**config.mk**
```make
export PLATFORM = sky130hd
export DESIGN_NAME = control_unit
export DESIGN_NICKNAME = d
export VERILOG_FILES = /design/src/rtl/control_unit.sv
export SDC_FILE = /design/constraint.sdc
export NUM_CORES = 1
export LEC_CHECK = 0
export ABC_AREA = 1
export CELL_PAD_IN_SITES_DETAIL_PLACEMENT = 1
export CELL_PAD_IN_SITES_GLOBAL_PLACEMENT = 2
export CORE_MARGIN = 4
export CORE_UTILIZATION = 19
export CTS_CLUSTER_SIZE = 12
export DETAILED_ROUTE_END_ITERATION = 10
export PLACE_DENSITY = 0.95
export SYNTH_ARGS = -nofsm -noshare
export SYNTH_HDL_FRONTEND = slang
export SYNTH_SLANG_ARGS = --single-unit
```
**constraint.sdc**
```tcl
create_clock -name clk -period 4 [get_ports clk]
set_input_delay 0.8 -clock clk [delete_from_list [all_inputs] [get_ports clk]]
set_output_delay 0.8 -clock clk [all_outputs]
set_load 0.02 [all_outputs]
```
**src/rtl/control_unit.sv**
```systemverilog
// Multi-cycle datapath sequencer: FETCH_A/FETCH_M/DECODE/EXEC[/MEM]/WB; ALU ops take 5 cycles per instruction.
// FETCH_M and MEM stall on mem_ready; outputs are decoded from state plus the held IR fields.
module control_unit (
    input  logic       clk,
    input  logic       rst_n,
    input  logic       start,
    input  logic [3:0] op,
    input  logic [2:0] src,
    input  logic [2:0] dst,
    input  logic       z_flag,
    input  logic       mem_ready,
    output logic [2:0] b_flag,
    output logic [2:0] c_sel,
    output logic       c_we,
    output logic [2:0] alu_op,
    output logic       ar_load,
    output logic       ir_load,
    output logic       dr_load,
    output logic       pc_inc,
    output logic       pc_load,
    output logic       mem_rd,
    output logic       mem_wr,
    output logic       busy,
    output logic       halted,
    output logic       illegal
);

    typedef enum logic [2:0] {
        S_IDLE, S_FETCH_A, S_FETCH_M, S_DECODE, S_EXEC, S_MEM, S_WB, S_HALT
    } state_t;

    localparam logic [3:0] OP_NOP   = 4'd0;
    localparam logic [3:0] OP_MOV   = 4'd1;
    localparam logic [3:0] OP_ADD   = 4'd2;
    localparam logic [3:0] OP_SUB   = 4'd3;
    localparam logic [3:0] OP_SHR   = 4'd4;
    localparam logic [3:0] OP_LOAD  = 4'd5;
    localparam logic [3:0] OP_STORE = 4'd6;
    localparam logic [3:0] OP_JMPZ  = 4'd7;
    localparam logic [3:0] OP_HALT  = 4'd8;

    state_t r_state;
    state_t w_next;
    logic   r_illegal;
    logic   w_bad;

    // The IR fields stay stable from DECODE until the next fetch, so the
    // legality check can be evaluated combinationally in any later state.
    assign w_bad = (op > OP_HALT) ||
                   ((op >= OP_MOV) && (op <= OP_STORE) && ((src == 3'd0) || (dst < 3'd3)));

    always_ff @(posedge clk) begin
        if (!rst_n) begin
            r_state   <= S_IDLE;
            r_illegal <= 1'b0;
        end else begin
            r_state <= w_next;
            if ((r_state == S_DECODE) && w_bad)
                r_illegal <= 1'b1;
        end
    end

    always_comb begin
        w_next  = r_state;
        b_flag  = 3'd0;
        c_sel   = 3'd0;
        c_we    = 1'b0;
        alu_op  = 3'd0;
        ar_load = 1'b0;
        ir_load = 1'b0;
        dr_load = 1'b0;
        pc_inc  = 1'b0;
        pc_load = 1'b0;
        mem_rd  = 1'b0;
        mem_wr  = 1'b0;
        busy    = (r_state != S_IDLE) && (r_state != S_HALT);
        halted  = (r_state == S_HALT);
        illegal = r_illegal;

        case (r_state)
            S_IDLE: begin
                if (start)
                    w_next = S_FETCH_A;
            end
            S_FETCH_A: begin
                b_flag  = 3'd1;
                ar_load = 1'b1;
                w_next  = S_FETCH_M;
            end
            S_FETCH_M: begin
                mem_rd = 1'b1;
                if (mem_ready) begin
                    ir_load = 1'b1;
                    pc_inc  = 1'b1;
                    w_next  = S_DECODE;
                end
            end
            S_DECODE: begin
                w_next = (op == OP_HALT) ? S_HALT : S_EXEC;
            end
            S_EXEC: begin
                w_next = S_FETCH_A;
                if (!w_bad) begin
                    case (op)
                        OP_MOV, OP_ADD, OP_SUB, OP_SHR: begin
                            b_flag = src;
                            case (op)
                                OP_ADD:  alu_op = 3'd1;
                                OP_SUB:  alu_op = 3'd2;
                                OP_SHR:  alu_op = 3'd3;
                                default: alu_op = 3'd0;
                            endcase
                            w_next = S_WB;
                        end
                        OP_LOAD, OP_STORE: begin
                            b_flag  = src;
                            ar_load = 1'b1;
                            w_next  = S_MEM;
                        end
                        OP_JMPZ: begin
                            b_flag  = 3'd2;
                            pc_load = z_flag;
                        end
                        default: w_next = S_FETCH_A;
                    endcase
                end
            end
            S_MEM: begin
                if (op == OP_LOAD) begin
                    mem_rd = 1'b1;
                    if (mem_ready) begin
                        dr_load = 1'b1;
                        w_next  = S_WB;
                    end
                end else begin
                    b_flag = dst;
                    mem_wr = 1'b1;
                    if (mem_ready)
                        w_next = S_FETCH_A;
                end
            end
            S_WB: begin
                c_sel  = dst;
                c_we   = 1'b1;
                if (op == OP_LOAD)
                    b_flag = 3'd2;
                w_next = S_FETCH_A;
            end
            S_HALT: w_next = S_HALT;
            default: w_next = S_IDLE;
        endcase

        // Reset wins over whatever state is still held, so the reset cycle is quiet.
        if (!rst_n) begin
            b_flag  = 3'd0;
            c_sel   = 3'd0;
            c_we    = 1'b0;
            alu_op  = 3'd0;
            ar_load = 1'b0;
            ir_load = 1'b0;
            dr_load = 1'b0;
            pc_inc  = 1'b0;
            pc_load = 1'b0;
            mem_rd  = 1'b0;
            mem_wr  = 1'b0;
            busy    = 1'b0;
            halted  = 1'b0;
            illegal = 1'b0;
        end
    end

endmodule

```
Word level (Yosys, flattened, before mapping)
Index checks and enable logic that the tools add are counted.
- logic and storage cells: 85
- register bits after elaboration: 4
- bits of input ports: 15
- output and inout bits: 20
- order comparisons: 4
- equal/unequal tests: 19
- muxes and demuxes: 47
- reductions and logical operators: 13
- operators by type and width (cell ; number):
    $mux W3 ; 12
    $pmux W3 S8 ; 1
    $mux W1 ; 23
    $eq A4 B3 Y1 const B ; 4
    $eq A3 B3 Y1 const B ; 4
    $pmux W3 S2 ; 2
    $pmux W3 S4 ; 1
    $mux W2 ; 5
    $eq A4 B2 Y1 const B ; 2
    $eq A3 B2 Y1 const B ; 2
    $logic_not A3 Y1 ; 2
    $ne A2 B2 Y1 const B ; 3
    $pmux W2 S3 ; 1
    $reduce_or A6 Y1 ; 1
    $eq A4 B1 Y1 const B ; 1
    $eq A4 B4 Y1 const B ; 1
    $ge A4 B1 Y1 const B ; 1
    $gt A4 B4 Y1 const B ; 1
    $le A4 B3 Y1 const B ; 1
    $logic_and A1 B1 Y1 ; 4
    $pmux W1 S2 ; 2
    $reduce_or A4 Y1 ; 1
    $eq A3 B1 Y1 const B ; 1
    $lt A3 B2 Y1 const B ; 1
    other kinds (5) ; 6

Longest topological paths before layout
- word-level depth: 7
- gate-level depth with buffers: 10
- depth with buffers taken out: 10

Worst setup path before layout
Ideal clock, no wire load.
- path type: input-to-output
- start point: in op[2]
- end point: out b_flag[2]
- slack: 1467 ps
- buffers on the path: 0
- data required time: 3200 ps
- cell stages on the path: 8
- arrival time: 1733 ps
- cell sequence: inv_2 > nor2_4 > nand2_1 > nand2_1 > nand2_1 > nor2_2 > nand2_1 > a21oi_1
- longest elaborated chain between the ends: 7
- elaborated cells on any way between the ends: 19
- those cells by class: order compare (3); eq/ne (7); mux (5); reduce/logical (4)
- RTL lines (what ; RTL line ; source):
    start: declaration ; 7 ; input logic [3:0] op,
    $ge A4 B1 Y1 / $le A4 B3 Y1 (equally long branches) ; 50 ; ((op >= OP_MOV) && (op <= OP_STORE) && ((src == 3'd0) || (dst < 3'd3)));
    $logic_and A1 B1 Y1 (2 in series) ; 50 ;
    $logic_or A1 B1 Y1 ; 49 ; assign w_bad = (op > OP_HALT) ||
    $mux W3 ; 103 ; if (!w_bad) begin
    $pmux W3 S4 (*) ; 80 ; case (r_state)
    $mux W3 (*) ; 154 ; if (!rst_n) begin
    end: declaration ; 12 ; output logic [2:0] b_flag,
Every way passes the cells marked *; elsewhere a longest branch is shown, timed or not.

Final worst setup path
- start point: in op[3]
- end point: out b_flag[2]
The elaborated chain is that of the path after synthesis.

==> impl_results.html <==
<table>
<tr><th>Metric</th><th>Value</th></tr>
<tr><th colspan="2">Cells and area</th></tr>
<tr><td>Antenna cells</td><td>0</td></tr>
<tr><td>Final layout net count</td><td>176</td></tr>
<tr><td>Most common library cell in the layout ignoring fill and taps</td><td>clkdlybuf4s50_1</td></tr>
<tr><td>Share of layout cells above drive strength 1</td><td>0.145</td></tr>
<tr><td>P&amp;R area growth vs syn</td><td>58.8%</td></tr>
<tr><td>Number of standard cells in the layout, taps in and fillers out</td><td>205</td></tr>
<tr><td>Utilization after layout</td><td>0.314</td></tr>
<tr><td>Commonest non-fill, non-tap cells in the layout</td><td>clkdlybuf4s50_1, nand2_1, nor2_1</td></tr>
<tr><th colspan="2">CTS</th></tr>
<tr><td>Sink Count</td><td>4</td></tr>
<tr><td>Number of buffers added for setup after CTS</td><td>0</td></tr>
<tr><td>CTS Root Cell</td><td>clkbuf_4</td></tr>
<tr><td>Inserted Clock Buffers</td><td>3</td></tr>
<tr><td>Clock latency on the worst-skew pair</td><td>0.25 ns</td></tr>
<tr><td># resized after CTS</td><td>0</td></tr>
<tr><td>Hold buffer count at CTS</td><td>0</td></tr>
<tr><td>Number of levels in the clock H-tree</td><td>1</td></tr>
<tr><td>Clock tree from TritonCTS</td><td>built</td></tr>
<tr><td>Maximum clock insertion buffer count</td><td>2</td></tr>
<tr><td>Clock slew seen by the registers of the worst setup and hold paths</td><td>0.04 ns</td></tr>
<tr><th colspan="2">Global routing</th></tr>
<tr><td>Global Route Usage Sum</td><td>0.110</td></tr>
<tr><td>Total congestion overflow after global routing</td><td>0</td></tr>
<tr><td>Number of global-route vias before repair</td><td>901</td></tr>
<tr><td>Antenna violations before repair</td><td>0</td></tr>
<tr><td>Pin count of the biggest net entering global routing</td><td>15</td></tr>
<tr><td>Global-route wire length before repair</td><td>3.87 mm</td></tr>
<tr><th colspan="2">Worst setup path</th></tr>
<tr><td>Worst setup path category</td><td>primary input to primary output</td></tr>
<tr><td>Dominant cell type by count on the critical path</td><td>nand2_1</td></tr>
<tr><td>Register-to-register setup slack</td><td>2.66 ns</td></tr>
<tr><td>Data required time at the worst endpoint</td><td>3.20 ns</td></tr>
<tr><td>Data arrival time of the critical path</td><td>2.86 ns</td></tr>
<tr><td>Highest-delay cell along the critical path</td><td>clkdlybuf4s50_1</td></tr>
<tr><td>Count of buffering cells on the critical path with inverters included</td><td>2</td></tr>
<tr><td>Family of cells with the greatest summed delay on the critical path</td><td>buffers and inverters</td></tr>
<tr><td>Crit. End Element</td><td>primary output</td></tr>
<tr><td>Cells traversed along the worst timing path</td><td>clkdlybuf4s50_1, nor2_1, nand2_1, nand2_1, nand2_1, nor2_2, nand2_1, a21oi_1, clkdlybuf4s50_1</td></tr>
<tr><td>Critical path fanouts, max</td><td>4</td></tr>
<tr><td>Startpoint Class</td><td>primary input</td></tr>
<tr><td>Stage delay of the slowest cell on the critical path</td><td>0.63 ns</td></tr>
<tr><th colspan="2">Route</th></tr>
<tr><td>Final WL</td><td>2.34 mm</td></tr>
<tr><td>Total number of vias</td><td>891</td></tr>
<tr><td>Drt first-iter violations</td><td>5</td></tr>
<tr><td>First-pass DRT Iterations</td><td>4</td></tr>
<tr><td>Routed wirelength normalized by instance count</td><td>11.4 µm</td></tr>
<tr><td>DRC violations left</td><td>0</td></tr>
<tr><td>Via density</td><td>4.35</td></tr>
<tr><td>Count of antenna-violating nets left after detailed routing</td><td>0</td></tr>
<tr><th colspan="2">Floorplanning</th></tr>
<tr><td>Die ar.</td><td>4510 µm²</td></tr>
<tr><td>Boundary pin count</td><td>35</td></tr>
<tr><td>Initial core utilization</td><td>0.198</td></tr>
<tr><td>Std-Cell Rows</td><td>21</td></tr>
<tr><td>Chip height</td><td>67.2 µm</td></tr>
<tr><td>Area of the core region</td><td>3360 µm²</td></tr>
<tr><td>Die X-Extent</td><td>67.2 µm</td></tr>
<tr><th colspan="2">Timing</th></tr>
<tr><td>RSZ-0062 raised after global routing</td><td>no</td></tr>
<tr><td>Number of pins exceeding their max-slew limit in the final report</td><td>0</td></tr>
<tr><td>Final setup margin</td><td>0.344 ns</td></tr>
<tr><td>Final Hold Vio Count</td><td>0</td></tr>
<tr><td>Final-layout setup total negative slack</td><td>0 ns</td></tr>
<tr><td>Post-layout minimum cycle time</td><td>3.66 ns</td></tr>
<tr><td>Count of endpoints failing setup in the final report</td><td>0</td></tr>
<tr><td>Period Utilization, post-route</td><td>0.914</td></tr>
<tr><td>Peak clock frequency supported by timing</td><td>274 MHz</td></tr>
<tr><td>Clock Skews</td><td>0.00267 ns</td></tr>
<tr><th colspan="2">Status</th></tr>
<tr><td>Result of the run</td><td>completed</td></tr>
<tr><th colspan="2">Synthesis</th></tr>
<tr><td>Fraction of synthesized cell area taken by the top area cell type</td><td>0.180</td></tr>
<tr><td>Largest area contributor in the synthesized netlist</td><td>nand2_1</td></tr>
<tr><td>Net count after synthesis</td><td>141</td></tr>
<tr><td>Number of instances in the synthesized netlist</td><td>126</td></tr>
<tr><td>Number of distinct library cells after synthesis</td><td>23</td></tr>
<tr><td>Most area-consuming cells after synthesis</td><td>nand2_1, dfxtp_1, nor2_1</td></tr>
<tr><td>Share of the yosys chip area belonging to registers</td><td>0.120</td></tr>
<tr><td>Average footprint of a synthesized cell</td><td>5.28 µm²</td></tr>
<tr><td>Warnings from Yosys</td><td>0</td></tr>
<tr><td>Number of storage elements in the synthesis netlist</td><td>4</td></tr>
<tr><td>Post-Synthesis Cell Area</td><td>666 µm²</td></tr>
<tr><th colspan="2">Pwr</th></tr>
<tr><td>Power density over the cells</td><td>194 nW/µm²</td></tr>
<tr><td>Leakage power figure</td><td>0.446 nW</td></tr>
<tr><td>Peak ir drop on the vdd network</td><td>0.0525 mV</td></tr>
<tr><th colspan="2">Placed design</th></tr>
<tr><td>Placed instance count</td><td>202</td></tr>
<tr><td>PortBufs</td><td>33</td></tr>
<tr><td>Total half-perimeter wirelength after legalization and detailed placement</td><td>2.02 mm</td></tr>
<tr><td>Pre-CTS setup slack</td><td>0.354 ns</td></tr>
<tr><td>RePlAce Congestion</td><td>0.813</td></tr>
<tr><th colspan="2">Hold path</th></tr>
<tr><td>HP Class</td><td>register to register</td></tr>
<tr><th colspan="2">Run</th></tr>
<tr><td>Max-capacitance violation count</td><td>0</td></tr>
</table>
==> kinds of logic after synthesis <==
kind of cell,share of synthesized area
AOI/OAI and AO/OA,0.139
buffers and inverters,0.152
DFF,0.120
other,0.00563
and+or+nand+nor,0.583
==> cells in the mapped netlist <==
| cell | count |
|---|---|
| a21oi_1 | 9 |
| a21oi_2 | 1 |
| buf_1 | 1 |
| buf_4 | 2 |
| conb_1 | 1 |
| dfxtp_1 | 4 |
| inv_1 | 17 |
| inv_2 | 5 |
| nand2_1 | 32 |
| nand2_2 | 4 |
| nand3_1 | 10 |
| nand3_2 | 1 |
| nand3_4 | 1 |
| nand4_1 | 2 |
| nor2_1 | 21 |
| nor2_2 | 4 |
| nor2_4 | 2 |
| nor3_1 | 2 |
| nor3_4 | 1 |
| o21ai_0 | 3 |
| o21ai_1 | 1 |
| o22ai_1 | 1 |
| o31ai_2 | 1 |
==> worst register-to-register path: stages, from the launching register on <==
cell     delay, ns
dfxtp_1       0.51
inv_2         0.10
nand2_2       0.10
nor2_4        0.06
nand3_4       0.08
nand3_2       0.07
nor2_1        0.10
nand2_1       0.07
nand2_1       0.07
a21oi_2       0.05
==> final timing paths <==
| check | startpoint | end | cells past startpoint |
|---|---|---|---|
| hold reg to reg | r_illegal$_SDFFE_PN0P_ | r_illegal$_SDFFE_PN0P_ | 2 |
| hold / removal | r_illegal$_SDFFE_PN0P_ | r_illegal$_SDFFE_PN0P_ | 2 |
| setup / recovery | op[3] | b_flag[2] | 9 |
| setup reg to reg | r_state[1]$_SDFFE_PN0P_ | r_state[1]$_SDFFE_PN0P_ | 9 |
==> state kept, by name, indices dropped and copies added, names as in the netlist <==
register,cells
r_illegal,1
r_state,3
==> metal layers <==
| layer | part of all wire | routed length [µm] | track usage | up-vias |
|---|---|---|---|---|
| li1 | - | - | - | 459 |
| met1 | 0.45 | 1050 | 0.133 | 409 |
| met2 | 0.50 | 1170 | 0.196 | 21 |
| met3 | 0.044 | 103 | 0.0250 | 2 |
| met4 | 0.0056 | 13 | 0.0228 | 0 |
| met5 | 0 | 0 | 0 | - |
==> power by group <==
| part | internal [mW] | switching (mW) |
|---|---|---|
| Combinational | 0.0405 | 0.0576 |
| Sequential | 0.0441 | 0.00787 |
| Clock | 0.0339 | 0.0213 |
==> metrics by stage <==
stage          hold slack [ns]  power [mW]  area [µm²]
2_1_floorplan            0.429       0.111         666
4_1_cts                  0.503       0.207        1060
3_5_place_dp             0.494       0.151        1030
5_1_grt                  0.537       0.219        1060
3_3_place_gp             0.493       0.149        1030
6_report                 0.498       0.205        1060
==> area by class of cell <==
cell class	instances	area, µm²
inverter	22	82.6
timing repair buffer	33	330
sequential	4	80.1
multi-input combinational	97	484
tap	46	57.6
fill	473	2310
clock buffer	3	22.5
Power figures use the tool's default switching activity.
